<file path="src/rtl/pc_gen.sv">
// Fetch-stage program counter with a ready/valid handshake, stall, exception
// redirect and a circular return-address stack for call/return.
module pc_gen #(
    parameter int unsigned      XLEN         = 32,
    parameter logic [XLEN-1:0]  RESET_VECTOR = '0,
    parameter logic [31:0]      EXC_VECTOR   = 32'h0000_0080,
    parameter int unsigned      RAS_DEPTH    = 4
) (
    input  logic            clk,
    input  logic            reset,
    input  logic            stall,
    input  logic            fetch_ready,
    input  logic [2:0]      pc_control,
    input  logic [25:0]     jump_address,
    input  logic [15:0]     branch_offset,
    input  logic [XLEN-1:0] reg_address,
    input  logic            exception,
    output logic [XLEN-1:0] pc,
    output logic            fetch_valid,
    output logic            ras_empty,
    output logic            ras_full,
    output logic            ras_overflow
);

    localparam int unsigned PTR_W = $clog2(RAS_DEPTH);
    localparam int unsigned CNT_W = $clog2(RAS_DEPTH + 1);
    localparam logic [CNT_W-1:0] CNT_FULL = CNT_W'(RAS_DEPTH);

    typedef enum logic [2:0] {
        MODE_SEQ    = 3'b000,
        MODE_JUMP   = 3'b001,
        MODE_REG    = 3'b010,
        MODE_BRANCH = 3'b011,
        MODE_CALL   = 3'b100,
        MODE_RETURN = 3'b101
    } pc_mode_e;

    logic [XLEN-1:0]  pc_q, pc_d;
    logic             fetch_valid_q;
    logic [PTR_W-1:0] wr_ptr_q, wr_ptr_d;
    logic [CNT_W-1:0] count_q, count_d;
    logic             overflow_q, overflow_d;
    logic [XLEN-1:0]  ras_q [RAS_DEPTH];

    logic [XLEN-1:0]  pc_plus4;
    logic [XLEN-1:0]  jump_target;
    logic [XLEN-1:0]  branch_target;
    logic [PTR_W-1:0] top_idx;
    logic             advance;
    logic             push;
    pc_mode_e         mode;

    assign advance       = fetch_valid_q & fetch_ready & ~stall;
    assign pc_plus4      = pc_q + XLEN'(4);
    assign jump_target   = {pc_plus4[XLEN-1:28], jump_address, 2'b00};
    assign branch_target = pc_plus4 + {{(XLEN-18){branch_offset[15]}}, branch_offset, 2'b00};
    assign top_idx       = wr_ptr_q - PTR_W'(1);
    assign mode          = pc_mode_e'(pc_control);

    // NOTE: every always_comb output gets a default first so no path leaves it unassigned (no latch).
    always_comb begin
        pc_d       = pc_q;
        wr_ptr_d   = wr_ptr_q;
        count_d    = count_q;
        overflow_d = overflow_q;
        push       = 1'b0;

        // Exception outranks stall/handshake and leaves the RAS untouched.
        if (fetch_valid_q && exception) begin
            pc_d = XLEN'(EXC_VECTOR);
        end else if (advance) begin
            case (mode)
                MODE_JUMP:   pc_d = jump_target;
                MODE_REG:    pc_d = reg_address;
                MODE_BRANCH: pc_d = branch_target;
                MODE_CALL: begin
                    pc_d     = jump_target;
                    push     = 1'b1;
                    wr_ptr_d = wr_ptr_q + PTR_W'(1);
                    if (count_q == CNT_FULL) overflow_d = 1'b1;
                    else                     count_d    = count_q + CNT_W'(1);
                end
                MODE_RETURN: begin
                    if (count_q != '0) begin
                        pc_d     = ras_q[top_idx];
                        wr_ptr_d = top_idx;
                        count_d  = count_q - CNT_W'(1);
                    end else begin
                        pc_d = reg_address;
                    end
                end
                default:     pc_d = pc_plus4;
            endcase
        end
    end

    // NOTE: sequential state uses non-blocking assignments so every flop samples pre-edge values.
    always_ff @(posedge clk or posedge reset) begin
        if (reset) begin
            pc_q          <= RESET_VECTOR;
            fetch_valid_q <= 1'b0;
            wr_ptr_q      <= '0;
            count_q       <= '0;
            overflow_q    <= 1'b0;
        end else begin
            pc_q          <= pc_d;
            fetch_valid_q <= 1'b1;
            wr_ptr_q      <= wr_ptr_d;
            count_q       <= count_d;
            overflow_q    <= overflow_d;
        end
    end

    // NOTE: RAS storage has no reset; count_q == 0 already marks every entry dead.
    always_ff @(posedge clk) begin
        if (push) ras_q[wr_ptr_q] <= pc_plus4;
    end

    assign pc           = pc_q;
    assign fetch_valid  = fetch_valid_q;
    assign ras_empty    = (count_q == '0);
    assign ras_full     = (count_q == CNT_FULL);
    assign ras_overflow = overflow_q;

endmodule
</file>
<file path="config.mk">
export PLATFORM = sky130hd
export DESIGN_NAME = pc_gen
export DESIGN_NICKNAME = d
export VERILOG_FILES = /design/src/rtl/pc_gen.sv
export SDC_FILE = /design/constraint.sdc
export NUM_CORES = 1
export LEC_CHECK = 0
export ABC_AREA = 1
export CORE_ASPECT_RATIO = 0.9
export CORE_UTILIZATION = 58
export DETAILED_ROUTE_END_ITERATION = 10
export PLACE_DENSITY = 0.83
export SYNTH_ARGS = -nofsm -noshare
export SYNTH_HDL_FRONTEND = slang
export SYNTH_SLANG_ARGS = --single-unit
</file>
<file path="constraint.sdc">
create_clock -name clk -period 3.9 [get_ports clk]
set_clock_uncertainty 0.2 [all_clocks]
set_input_delay 0.39 -clock clk [delete_from_list [all_inputs] [get_ports clk]]
set_output_delay 0.39 -clock clk [all_outputs]
set_load 0.03 [all_outputs]
</file>
Yosys cells after proc, flatten, opt, wreduce, memory -nomap -nowiden
Memory sizes are Yosys's and may differ from the RTL's.
Index checks and enable logic that the tools add are counted.
W data, S select, Z words.
{ "word_totals": {"reg_bits": 39, "ramBits": 128, "output_inout_bits": 36, "elab_cells": 47, "mem_count": 1} }
{ "op_classes": {"n_addsub": 6, "n_eq_ne": 8, "n_mux": 14, "bitwise_logic": 4, "n_reduce_logical": 9} }
{ "memory_table": {"columns": ["name", "depth", "word_bits", "read_ports", "rd_ports_with_merged_regs", "wr", "line_no", "text"], "rows": [
  ["ras_q", 4, 32, 1, 0, 1, "43", "logic [XLEN-1:0] ras_q [RAS_DEPTH];"]
]} }
{ "ops": {"columns": ["cell", "count"], "rows": [
  ["$pmux W32 S4", 1],
  ["$mux W32", 3],
  ["$add A32 B3 Y32 const B", 1],
  ["$add A32 B32 Y32", 1],
  ["$eq A3 B3 Y1 const B", 3],
  ["$reduce_and A4 Y1", 2],
  ["$eq A3 B2 Y1 const B", 2],
  ["$mux W3", 2],
  ["$pmux W3 S2", 1],
  ["$mux W1", 5],
  ["$reduce_and A5 Y1", 1],
  ["$ne A2 B2 Y1 const B", 2],
  ["$pmux W2 S2", 1],
  ["$reduce_bool A2 Y1", 2],
  ["$add A3 B1 Y3 const B", 1],
  ["$eq A3 B1 Y1 const B", 1],
  ["$logic_not A3 Y1", 1],
  ["$reduce_bool A3 Y1", 1],
  ["$sub A3 B1 Y3 const B", 1],
  ["$add A2 B1 Y2 const B", 1],
  ["$and A1 B1 Y1", 2],
  ["$mux W2", 1],
  ["$not A1 Y1", 2],
  ["$reduce_or A2 Y1", 1],
  ["2 further kinds", 2]
]} }

Depth between registers and ports, before layout
{ "depth": {"depth_word": 6, "mapped_depth": 27} }

Least setup slack after synthesis
Ideal clock, no wire load.
{ "synth_timing": {"path_kind": "register to register", "from": "reg fetch_valid_q (netlist: fetch_valid)", "to": "mem ras_q[0][0], enable pin", "t_arrival_ps": 2743, "t_required_ps": 3279, "path_slack_ps": 536, "stages_incl_launch_ff": 8, "path_buffers": 1, "path_cell_list": "dfrtp_1 -> inv_1 -> nor2_2 -> nand2_1 -> nor2_4 -> buf_1 -> nand2_1 -> nor2_1"} }
{ "synth_via": {"elab_chain_cells": 6, "elab_cells_between_ends": 7, "cone_classes": "mux (4); bitwise (2); reduce/logical (1)"} }
{ "synth_rtl": {"columns": ["element", "line_no", "text"], "rows": [
  ["start: declaration", "39", "logic fetch_valid_q;"],
  ["start signal: assignment", "101", "fetch_valid_q <= 1'b0;"],
  ["start signal: assignment", "107", "fetch_valid_q <= 1'b1;"],
  ["$and A1 B1 Y1 (2 in series)", "53", "assign advance = fetch_valid_q & fetch_ready & ~stall;"],
  ["$mux W1", "71", "end else if (advance) begin"],
  ["$mux W1 (*)", "69", "if (fetch_valid_q && exception) begin"],
  ["$mux W1 (*)", "116", "if (push) ras_q[wr_ptr_q] <= pc_plus4;"],
  ["$mux W1 (implied by the code) (*)", "116", null],
  ["end: declaration", "43", null]
]} }
Every way passes the cells marked *; elsewhere a longest branch is shown, timed or not.

Worst setup path after layout
{ "layout_timing": {"from": "reg pc_q[22] (netlist: pc[22])", "to": "reg pc_q[31] (netlist: pc[31])"} }
{ "layout_via": {"elab_chain_cells": 5} }
{ "layout_rtl": {"columns": ["element", "line_no", "text"], "rows": [
  ["start: declaration", "38", "logic [XLEN-1:0] pc_q, pc_d;"],
  ["start signal: assignment", "106", "pc_q <= pc_d;"],
  ["$add A32 B3 Y32", "54", "assign pc_plus4 = pc_q + XLEN'(4);"],
  ["named net pc_plus4[28]", "45", "logic [XLEN-1:0] pc_plus4;"],
  ["$add A32 B32 Y32", "56", "assign branch_target = pc_plus4 + {{(XLEN-18){branch_offset[15]}}, branch_offset, 2'b00};"],
  ["$pmux W32 S4", "72", "case (mode)"],
  ["$mux W32", "71", null],
  ["$mux W32", "69", null]
]} }
The timed path passes the listed nets, and every way through them passes these cells. The select of a mux whose other input is x is not followed.
A chain may end at the register's enable or synchronous reset.

==> impl_summary.log <==
[metrics] most used cell along the critical path: sky130_fd_sc_hd__nand2_1
[metrics] cell count after synthesis: 1392
[metrics] required time worst endpoint: 4.04 ns
[metrics] critical path data arrival time: about 3.8 ns
[metrics] final std cell area, no fill: roughly 13000 sq um
[metrics] R2R cell count: 19
[metrics] Slew headroom: 50.11%
[metrics] outcome: complete, no violations
[metrics] number of buffer cells added on primary ports: ~120
[metrics] beginning of the worst register-to-register path: pc[22]
[metrics] Tightest Pin Transition: between 0.7 and 0.8 ns
[metrics] placed cell area: ~12000 sq um
[metrics] CTS tree: yes
[metrics] Overflow after GRT: 0
[metrics] complex-gate fraction of the synthesized area: a little over an eighth
[metrics] master cell of the clock root buffer: sky130_fd_sc_hd__clkbuf_16
[metrics] startpoint type of the worst setup path: flip-flop
[metrics] ys async rst share: 23.35%
[metrics] via density per instance: about 5.9
[metrics] number of top-level pins: between 100 and 150
[metrics] CTS clk-pin slew, worst paths: 0.07 ns
[metrics] endpoint of the lowest-slack register-to-register path: pc[31]
[metrics] RSZ-0062 raised after global routing: false
[metrics] RD Place Congestion: between 0.9 and 1
[metrics] type of the worst min-delay path: in2async
[metrics] die area: approximately 19000 sq um
[metrics] max frequency: ~270 MHz
[metrics] area share of xor/xnor cells in the synthesized design: 1.532%
[metrics] mapped cell area: roughly 11000 sq um
[metrics] CTS buffer count: 17
[metrics] width of the die: about 150 um
[metrics] top cells by area in the synthesized netlist: sky130_fd_sc_hd__edfxtp_1, sky130_fd_sc_hd__nand2_1, sky130_fd_sc_hd__dfrtp_1, sky130_fd_sc_hd__inv_1, sky130_fd_sc_hd__o21ai_0
[metrics] mean instance size in the synthesized netlist: approximately 7.7 sq um
[metrics] largest fanout on the critical path: 5
[metrics] Unique masters post-synth: 52
[metrics] post-detailed-route count of antenna-violating nets: 0
[metrics] initial core utilization: between 60% and 70%
[metrics] kind of end point of the critical path: flip-flop
[metrics] slowest CP cell: sky130_fd_sc_hd__dfrtp_1
[metrics] core region area: around 18000 sq um
[metrics] deepest clock path buffer count: 2
[metrics] cell breakdown of the critical path: inv_1 -> nor3_1 -> nand4_1 -> nor2_1 -> nand3_1 -> nand2_1 -> inv_1 -> ha_1 -> nand2_1 -> nor3_1 -> inv_1 -> nor3_1 -> nand2_1 -> nand2_1 -> nand2_1 -> nand3_1 -> nand2_1 -> nand2_1 -> nand2_1
[metrics] Slowest Stage Delay on Critical Path: ~0.48 ns
[metrics] largest net degree at the start of global routing: 67
[metrics] placed wire-length estimate: roughly 26 mm
[metrics] Synth Area in Adders: around 4.8%
[metrics] area share of the leading cell type in the synthesized netlist: 35.66%
[metrics] share of post-route cells with drive strength above 1: about 8.5%
[metrics] count of flip-flops with a built-in enable after synthesis: 128
[metrics] number of setup violations in the final report: 0
[metrics] total of flip-flops plus latches after synthesis: about 170
[metrics] CTS hold repair buffers: 0
[metrics] Worst Setup Path Type: reg2reg
[metrics] overall die height: around 130 um
[metrics] final-layout setup total negative slack: 0 ns
[metrics] main combinational cell family by area after synthesis: simple AND/OR/NAND/NOR gates
[metrics] start point of the critical path: pc[22]
[metrics] commonest cells after routing, fill and taps aside: sky130_fd_sc_hd__nand2_1, sky130_fd_sc_hd__inv_1, sky130_fd_sc_hd__nor2_1, sky130_fd_sc_hd__edfxtp_1, sky130_fd_sc_hd__o21ai_0
[metrics] top flip-flop cell by instance count after synthesis: sky130_fd_sc_hd__edfxtp_1
[metrics] dominant delay contributor by cell family on the critical path: simple AND/OR/NAND/NOR gates
[metrics] Simple-Gate Fraction of Synth Area: 27.54%
[metrics] initial antenna violation count: 0
[metrics] Pre-Repair DR Iteration Count: 5
[metrics] Antenna Diode Count: 0
[metrics] most common cell after layout, fill and taps aside: sky130_fd_sc_hd__nand2_1
[metrics] crit path time final: between 3 and 4 ns
[metrics] sequential share of the synthesized area: 44.71%
[metrics] total wirelength of the detailed-routed design: between 30 and 40 mm
[metrics] global-route wire length before repair: approximately 55 mm
[metrics] cell taking the most area after synthesis: sky130_fd_sc_hd__edfxtp_1
[metrics] final layout net count: between 1500 and 2000
[metrics] floorplan row count: between 40 and 50
[metrics] clk_lat worst skew: 0.45 ns
[metrics] CTS Sinks: about 170
[metrics] final number of hold-violating endpoints: 0
[metrics] Yosys warning count: 0
[metrics] CP Buf/Inv Count: 3
[metrics] reg-to-reg setup timing slack: about 0.24 ns
[metrics] post-synthesis mux area share: 0%
[metrics] # H-tree levels: 4
[metrics] PwrDens: about 440 nW/um^2
[metrics] count of max-cap constraint violations: 0
[metrics] combined global-route utilization of all metal layers: approximately two fifths
[metrics] crit share post-route: a little over nine tenths
[metrics] DRC: 0
[metrics] synthesis-to-finish area growth: 20.52%
[metrics] peak supply drop: between 0.3 and 0.4 mV
[metrics] vias in the first global route: between 9000 and 10000
[metrics] detail-routed net length per standard cell: between 20 and 25 um
[metrics] routed vias: around 10000
[metrics] final max-slew violation count: 0
[metrics] DRC marker count from the first detailed-route iteration: roughly 1300
[metrics] net count after synthesis: around 1500
[metrics] static leakage: 5.723 nW
-- metrics by stage --
stage / hold WS, ns / util, % / total power [mW] / setup slack [ns] / instances
floorplan: 0.2416 / - / 3.331 / 0.5363 / 1392
global placement: 0.2591 / 68.96 / 3.983 / 0.2457 / 1739
detailed placement: 0.2636 / 68.96 / 4.029 / 0.2263 / 1739
CTS: 0.2401 / 72.21 / 5.697 / 0.2069 / 1771
global route: 0.2702 / 72.58 / 6.002 / 0.004199 / 1773
finish: 0.2093 / 72.58 / 5.760 / 0.2354 / 1773
-- report_power, final --
group / switching, mW / internal, mW
Combinational: 1.40 / 0.639
Clock: 0.835 / 0.857
Sequential: 0.0512 / 1.97
Total: 2.29 / 3.47
-- cell usage after synthesis, types with 6 or more instances --
master	instances
sky130_fd_sc_hd__nand2_1	387
sky130_fd_sc_hd__inv_1	176
sky130_fd_sc_hd__nor2_1	143
sky130_fd_sc_hd__edfxtp_1	128
sky130_fd_sc_hd__o21ai_0	122
sky130_fd_sc_hd__nand3_1	72
sky130_fd_sc_hd__a21oi_1	50
sky130_fd_sc_hd__dfrtp_1	39
sky130_fd_sc_hd__ha_1	38
sky130_fd_sc_hd__o22ai_1	28
sky130_fd_sc_hd__nor3_1	21
sky130_fd_sc_hd__buf_2	15
sky130_fd_sc_hd__clkbuf_1	15
sky130_fd_sc_hd__nand4_1	15
sky130_fd_sc_hd__xor2_1	15
sky130_fd_sc_hd__a211oi_1	12
sky130_fd_sc_hd__o21ai_1	12
sky130_fd_sc_hd__inv_2	11
sky130_fd_sc_hd__nand2_2	9
sky130_fd_sc_hd__nor2_2	9
sky130_fd_sc_hd__o21bai_1	7
sky130_fd_sc_hd__a221oi_1	6
sky130_fd_sc_hd__nor2_4	6
-- routing by layer --
metal	wire, um	vias to the layer above	global-route usage [%]
li1	-	4869	-
met1	14370	4844	52.77
met2	16370	661	60.90
met3	4260	81	7.187
met4	1079	0	13.98
met5	0	-	0
-- how the worst max path moves through the flow --
| stage | to | cells past startpoint | slack [ns] |
|---|---|---|---|
| global placement | pc[29] | 20 | 0.25 |
| detailed placement | pc[29] | 20 | 0.23 |
| floorplan | ras_q[0][0] | 7 | 0.54 |
| global route | pc[25] | 22 | 0.004 |
| finish | pc[31] | 19 | 0.24 |
| CTS | pc[29] | 20 | 0.21 |
-- sequential cells by signal, summed over array words and instances, names as in the netlist --
register,cells
fetch_valid,1
ras_overflow,1
ras_q,128
count_q,3
pc,32
wr_ptr_q,2
-- final cells by class --
class / instances / area [sq um]
multi-input combinational: 996 / 5139
fill: 1418 / 4908
timing repair buffer: 149 / 1436
clock inverter: 14 / 153.9
inverter: 189 / 711.9
sequential: 167 / 4821
clock buffer: 18 / 429.2
tap: 240 / 300.3
-- worst min-delay path, stage by stage --
cell	delay (ns)
sky130_fd_sc_hd__clkdlybuf4s50_1	0.40
sky130_fd_sc_hd__clkinv_1	0.04
sky130_fd_sc_hd__buf_4	0.49
-- logic make-up after synthesis --
kind of cell | Yosys count
and+or+nand+nor | 685
xor gates and xnor gates | 18
other | 1
adders and majority gates | 40
buffers and inverters | 229
DFF | 167
AOI/OAI and AO/OA | 252
-- what timing repair did --
action | 4_1_cts | 5_1_grt
setup endpoints to repair | 0 | 11
setup buffers | 0 | 2
gates resized for setup | 0 | 10
endpoints found under the hold margin | 0 | 0
(Power assumes the default switching activity.)
